## src/rtl/cdr_phase_controller.sv

```systemverilog
// cdr_phase_controller
//   Digital CDR loop controller. Takes the Alexander (bang-bang) phase
//   detector samples from the data sampler, filters the early/late votes
//   in a saturating accumulator and steps a wrapping phase-interpolator
//   code. It sequences acquisition, post-step settling, lock detection
//   and tracking.
//
//   Optional feature macro: CDR_MANUAL_OVERRIDE_EN
//     When defined, adds manual_en/manual_code. While manual_en is high,
//     the code follows manual_code and the loop is held in IDLE.
//
// Ports:
//   data_clock    in   1       controller clock (single domain)
//   Reset         in   1       synchronous, active-high reset
//   enable        in   1       loop enable
//   Dn_1          in   1       previous data sample
//   Dn            in   1       current data sample
//   Pn            in   1       edge sample between Dn_1 and Dn
//   manual_en     in   1       (macro only) manual code override
//   manual_code   in   CODE_W  (macro only) manual phase code
//   phase_code    out  CODE_W  phase interpolator code
//   phase_update  out  1       pulse in the first cycle a new code is valid
//   locked        out  1       lock indicator
//   state         out  2       IDLE=0, ACQ=1, TRACK=2, SETTLE=3
module cdr_phase_controller #(
  parameter int CODE_W       = 6,
  parameter int ACC_W        = 8,
  parameter int ACQ_THRESH   = 4,
  parameter int TRK_THRESH   = 16,
  parameter int SETTLE_CYC   = 4,
  parameter int LOCK_WIN     = 256,
  parameter int UNLOCK_STEPS = 8
) (
  input  logic              data_clock,
  input  logic              Reset,
  input  logic              enable,
  input  logic              Dn_1,
  input  logic              Dn,
  input  logic              Pn,
`ifdef CDR_MANUAL_OVERRIDE_EN
  input  logic              manual_en,
  input  logic [CODE_W-1:0] manual_code,
`endif
  output logic [CODE_W-1:0] phase_code,
  output logic              phase_update,
  output logic              locked,
  output logic [1:0]        state
);

  typedef enum logic [1:0] {
    IDLE   = 2'd0,
    ACQ    = 2'd1,
    TRACK  = 2'd2,
    SETTLE = 2'd3
  } state_e;

  localparam int SW = $clog2(SETTLE_CYC + 1);
  localparam int QW = $clog2(LOCK_WIN + 1);
  localparam int UW = $clog2(UNLOCK_STEPS + 1);

  localparam logic [SW-1:0] SETTLE_INIT = SW'(SETTLE_CYC);
  localparam logic [QW-1:0] LOCK_CNT    = QW'(LOCK_WIN);
  localparam logic [UW-1:0] UNLOCK_CNT  = UW'(UNLOCK_STEPS);

  localparam logic signed [ACC_W-1:0] ACC_MAX   = ACC_W'((2 ** (ACC_W - 1)) - 1);
  localparam logic signed [ACC_W-1:0] ACC_MIN   = -ACC_MAX;
  localparam logic signed [ACC_W:0]   ACC_MAX_W = (ACC_W + 1)'((2 ** (ACC_W - 1)) - 1);
  localparam logic signed [ACC_W:0]   ACC_MIN_W = -ACC_MAX_W;
  localparam logic signed [ACC_W:0]   ONE_W     = (ACC_W + 1)'(1);
  localparam logic signed [ACC_W-1:0] ACQ_THR   = ACC_W'(ACQ_THRESH);
  localparam logic signed [ACC_W-1:0] TRK_THR   = ACC_W'(TRK_THRESH);

  // Registered state
  state_e                   state_q,  state_d;
  logic [CODE_W-1:0]        code_q,   code_d;
  logic                     upd_q,    upd_d;
  logic                     locked_q, locked_d;
  logic signed [ACC_W-1:0]  acc_q,    acc_d;
  logic [SW-1:0]            settle_q, settle_d;
  logic [QW-1:0]            quiet_q,  quiet_d;
  logic [UW-1:0]            same_q,   same_d;
  logic                     lastup_q, lastup_d;

  // Phase detector and vote filter
  logic                     trans, late, early;
  logic signed [ACC_W:0]    acc_ext, acc_wide;
  logic signed [ACC_W-1:0]  acc_next, thr;
  logic                     step_up, step_dn;
  logic [QW-1:0]            quiet_inc;
  logic [UW-1:0]            same_nxt;

  always_comb begin
    trans = Dn_1 ^ Dn;
    late  = trans & (Pn == Dn_1);
    early = trans & (Pn == Dn);
  end

  // Sum is formed one bit wider so saturation can be detected before
  // truncating back to ACC_W.
  always_comb begin
    acc_ext = {acc_q[ACC_W-1], acc_q};
    if (late) begin
      acc_wide = acc_ext + ONE_W;
    end else if (early) begin
      acc_wide = acc_ext - ONE_W;
    end else begin
      acc_wide = acc_ext;
    end

    if (acc_wide > ACC_MAX_W) begin
      acc_next = ACC_MAX;
    end else if (acc_wide < ACC_MIN_W) begin
      acc_next = ACC_MIN;
    end else begin
      acc_next = acc_wide[ACC_W-1:0];
    end

    thr     = (state_q == TRACK) ? TRK_THR : ACQ_THR;
    step_up = (acc_next >= thr);
    step_dn = (acc_next <= -thr);
  end

  always_comb begin
    quiet_inc = quiet_q + QW'(1);
    // A run restarts at 1 on the first step after lock or on a reversal.
    if ((same_q != '0) && (lastup_q == step_up)) begin
      same_nxt = same_q + UW'(1);
    end else begin
      same_nxt = UW'(1);
    end
  end

  // Next-state logic
  always_comb begin
    state_d  = state_q;
    code_d   = code_q;
    upd_d    = 1'b0;
    locked_d = locked_q;
    acc_d    = acc_q;
    settle_d = settle_q;
    quiet_d  = quiet_q;
    same_d   = same_q;
    lastup_d = lastup_q;

`ifdef CDR_MANUAL_OVERRIDE_EN
    if (manual_en) begin
      state_d  = IDLE;
      code_d   = manual_code;
      upd_d    = (manual_code != code_q);
      locked_d = 1'b0;
      acc_d    = '0;
      settle_d = '0;
      quiet_d  = '0;
      same_d   = '0;
    end else
`endif
    if (!enable) begin
      state_d  = IDLE;
      locked_d = 1'b0;
      acc_d    = '0;
      settle_d = '0;
      quiet_d  = '0;
      same_d   = '0;
    end else begin
      unique case (state_q)
        IDLE: begin
          state_d = ACQ;
        end

        ACQ, TRACK: begin
          if (step_up || step_dn) begin
            code_d   = step_up ? code_q + CODE_W'(1) : code_q - CODE_W'(1);
            upd_d    = 1'b1;
            acc_d    = '0;
            state_d  = SETTLE;
            settle_d = SETTLE_INIT;
            lastup_d = step_up;
            if (state_q == ACQ) begin
              quiet_d = '0;
            end else if (same_nxt == UNLOCK_CNT) begin
              // Unlock: this step still settles, and SETTLE then
              // exits to ACQ because locked is already low.
              locked_d = 1'b0;
              quiet_d  = '0;
              same_d   = '0;
            end else begin
              same_d = same_nxt;
            end
          end else begin
            acc_d = acc_next;
            if (state_q == ACQ) begin
              quiet_d = quiet_inc;
              if (quiet_inc == LOCK_CNT) begin
                locked_d = 1'b1;
                state_d  = TRACK;
                acc_d    = '0;
                same_d   = '0;
                quiet_d  = '0;
              end
            end
          end
        end

        SETTLE: begin
          settle_d = settle_q - SW'(1);
          if (settle_q == SW'(1)) begin
            state_d = locked_q ? TRACK : ACQ;
          end
        end

        default: begin
          state_d = IDLE;
        end
      endcase
    end
  end

  always_ff @(posedge data_clock) begin
    if (Reset) begin
      state_q  <= IDLE;
      code_q   <= '0;
      upd_q    <= 1'b0;
      locked_q <= 1'b0;
      acc_q    <= '0;
      settle_q <= '0;
      quiet_q  <= '0;
      same_q   <= '0;
      lastup_q <= 1'b0;
    end else begin
      state_q  <= state_d;
      code_q   <= code_d;
      upd_q    <= upd_d;
      locked_q <= locked_d;
      acc_q    <= acc_d;
      settle_q <= settle_d;
      quiet_q  <= quiet_d;
      same_q   <= same_d;
      lastup_q <= lastup_d;
    end
  end

  assign phase_code   = code_q;
  assign phase_update = upd_q;
  assign locked       = locked_q;
  assign state        = state_q;

endmodule
```

## config.mk

```make
export PLATFORM = sky130hd
export DESIGN_NAME = cdr_phase_controller
export DESIGN_NICKNAME = d
export VERILOG_FILES = /design/src/rtl/cdr_phase_controller.sv
export SDC_FILE = /design/constraint.sdc
export NUM_CORES = 1
export LEC_CHECK = 0
export CAP_MARGIN = 25
export CORE_ASPECT_RATIO = 1.4
export CORE_UTILIZATION = 45
export DETAILED_ROUTE_END_ITERATION = 10
export PLACE_DENSITY = 0.69
export SKIP_LAST_GASP = 1
export SYNTH_ARGS = -nofsm -noshare
export SYNTH_HDL_FRONTEND = slang
export SYNTH_SLANG_ARGS = --single-unit
```

## constraint.sdc

```tcl
create_clock -name data_clock -period 7.1 [get_ports data_clock]
set_input_delay 0.71 -clock data_clock [delete_from_list [all_inputs] [get_ports data_clock]]
set_output_delay 0.71 -clock data_clock [all_outputs]
set_load 0.005 [all_outputs]
```

==> impl_metrics.json <==
{
  "nets": 382,
  "overflow": 0,
  "num_rows": 33,
  "peakVddDrop_uv": 140,
  "p_seq_share_pct": 42.8,
  "cts.repair.resized": 0,
  "syn-num-nets": 374,
  "synth-edff-count": 0,
  "grt_pass1_wl_um": 11000,
  "power_switching_uw": 143,
  "grt_max_degree": 21,
  "postCtsSetupRepairBufs": 0,
  "layout_worst_path_cycle_share_pct": 76.4,
  "final-setup-viol-count": 0,
  "synthArstFlopShare_pct": 0,
  "worst_pin_slew_ps": 829,
  "cp.arrival_ps": 5640,
  "synth-simple-area-share_pct": 23.7,
  "power.density_mw_per_mm2": 154,
  "p_comb_share_pct": 23.7,
  "maxSlewHeadroom_pct": 44.7,
  "synthAdderAreaFrac_pct": 9.09,
  "p_total_uw": 477,
  "outcome": "finished, final reports clean",
  "final_util_pct": 51.7,
  "period_minus_slack_ps": 5420,
  "clock_sinks": 35,
  "synth_area_mm2": 0.00284,
  "cts_hold_buffers": 0,
  "clkTransAtPathRegs_ps": 70,
  "synth_top_family_by_area": "compound AO/OA/AOI/OAI gates",
  "n_antenna_cell": 0,
  "cts_max_path_buffers": 2,
  "dr.pass1.iters": 4,
  "clk_latency_ps": 290,
  "skew_ps": 10.7,
  "yosysTopAreaCell": "dfxtp_1",
  "die_h_um": 95.9,
  "p_leak_uw": 0.00113,
  "crit_required_ps": 7320,
  "post_drt_via_cell_ratio": 6.11,
  "gp_congestion": 0.810,
  "seqCellArea_um2": 701,
  "pwr-share-clk_pct": 33.6,
  "post_synth_num_cell_types": 69,
  "ys.flop_type": "dfxtp_1",
  "fillers": 574,
  "vias": 2608,
  "synthCells": 348,
  "wl_per_cell_um": 15.6,
  "synth-xor-area-share_pct": 2.78,
  "avgSynthCellArea_um2": 8.15,
  "synthToLayoutAreaGrowth_pct": 9.27,
  "drive_gt1_share_pct": 10.4,
  "yosysWarnings": 0,
  "synth_most_common_cell": "nand2_1",
  "report.final.slew_viol_count": 0,
  "start_util_pct": 47.4,
  "die-area_mm2": 0.00663,
  "htree_levels": 2,
  "hold_viol": 0,
  "maxCapViolations": 0,
  "path_max_fanout": 10,
  "drt_iter0_markers": 140,
  "grt_pass1_vias": 2459,
  "port-buffer-count": 15,
  "switching_share_pct": 29.9,
  "cts_tree": "done",
  "rsz0062_at_grt": "false",
  "yosys-top-cells-count": "nand2_1 (37), dfxtp_1 (35), a21oi_1 (34), inv_1 (29), ha_1 (19)",
  "post-dp-hpwl_um": 4980,
  "multi_input_area_mm2": 0.00194,
  "antenna_found_initial": 0,
  "die_w_um": 69.1,
  "worstSetupPathType": "input pin to register",
  "cp-start-kind": "input pin",
  "cts_root_buf": "clkbuf_8",
  "cp-end-kind": "register",
  "synth_compound_area_share_pct": 30.5,
  "core_area_mm2": 0.00599,
  "p_int_uw": 334,
  "ant_nets": 0,
  "max_freq_ghz": 0.184,
  "grt_use_total_pct": 20.3,
  "yosysTopAreaCellShare_pct": 24.7,
  "synthTopCellsByArea": "dfxtp_1 (25%), ha_1 (8.4%), a21oi_1 (6.0%)",
  "muxShareOfSynthArea_pct": 2.52,
  "ios": 16,
  "synth-seq-area-share_pct": 24.7,
  "hold_class": "register to register",
  "hold-worst-slack_ps": 473,
  "drc": 0,
  "tns_ps": 0,
  "wirelength_um": 6650,
  "ys_seq_elements": 35,
  "cts-buffers-inserted": 5
}
==> layer usage <==
metal | global-route usage, % | vias to the layer above | wire length (um)
li1 | - | 1305 | -
met1 | 22.0 | 1251 | 2810
met2 | 38.5 | 40 | 3550
met3 | 3.25 | 12 | 140
met4 | 9.69 | 0 | 150
met5 | 0 | - | 0
==> registers in the layout (all words and copies together), names as in the netlist <==
signal	flops
quiet_q	9
acc_q	8
phase_code	6
same_q	4
settle_q	3
state	2
lastup_q	1
locked	1
phase_update	1
==> cells by family (layout without fill, tap and decap cells) <==
family | after synthesis | after routing
fa+ha+maj | 20 | 20
compound gates | 112 | 112
buf+inv | 45 | 54
simple gates | 120 | 120
xor+xnor | 9 | 9
mux | 7 | 7
flops | 35 | 35
==> power by group through the flow <==
stage               logic (uW)  registers, uW  clock network (uW)
finish                     113            204                 160
global route               125            205                 173
CTS                        113            204                 165
detailed placement         112            209                   0
global placement           110            209                   0
floorplan                 86.4            208                   0
==> through the flow <==
step,cell area (um2),instances,setup slack (ps)
finish,3100,427,1680
global route,3100,427,1340
CTS,3100,427,1680
detailed placement,3000,419,1400
global placement,3000,419,1560
floorplan,2840,348,2300
==> layout by cell type, fill, tap and decap left out, types with 4 or more instances in the layout <==
master / count
dfxtp_1: 35
or2_2: 6
o21ai_0: 13
a211oi_1: 8
xnor2_1: 7
ha_1: 19
or4_1: 9
mux2i_1: 6
nor3_1: 5
clkbuf_8: 7
nand2_1: 37
or3_1: 7
inv_1: 29
nand3_1: 10
a21oi_1: 34
a21o_1: 6
o221ai_1: 5
nor2_1: 13
nand4_1: 4
clkdlybuf4s50_1: 15
nor3b_1: 4
o211ai_1: 5
==> critical path, cell delays in order <==
cell             delay (ps)
clkdlybuf4s50_1         620
or3b_1                  560
a2111oi_4               410
or3_2                   200
nand2_4                  80
a21oi_1                 250
inv_1                    80
ha_1                    280
inv_1                    60
a211oi_1                 60
o41ai_2                 470
nand3_4                 180
nand2_2                 180
ha_1                    250
a21o_1                  180
a21o_1                  190
a21o_1                  170
a21oi_1                 160
xnor2_1                  90
or3_1                   300
a21oi_1                 140
==> final timing paths <==
path | from | to | slack (ps) | depth (start not counted)
setup / recovery | Dn_1 | phase_code[5] | 1680 | 21
hold / removal | settle_q[1] | settle_q[1] | 470 | 2
setup reg to reg | acc_q[0] | phase_code[5] | 2290 | 21
hold reg to reg | settle_q[1] | settle_q[1] | 470 | 2
==> cell type report <==
type,count,share of cell area (%)
Multi-Input combinational cell,268,62.7
Sequential cell,35,22.6
Timing Repair Buffer,15,4.85
Inverter,31,3.76
Clock buffer,8,3.23
Tap cell,70,2.83
Note: power is estimated with default switching activity, not from simulation.
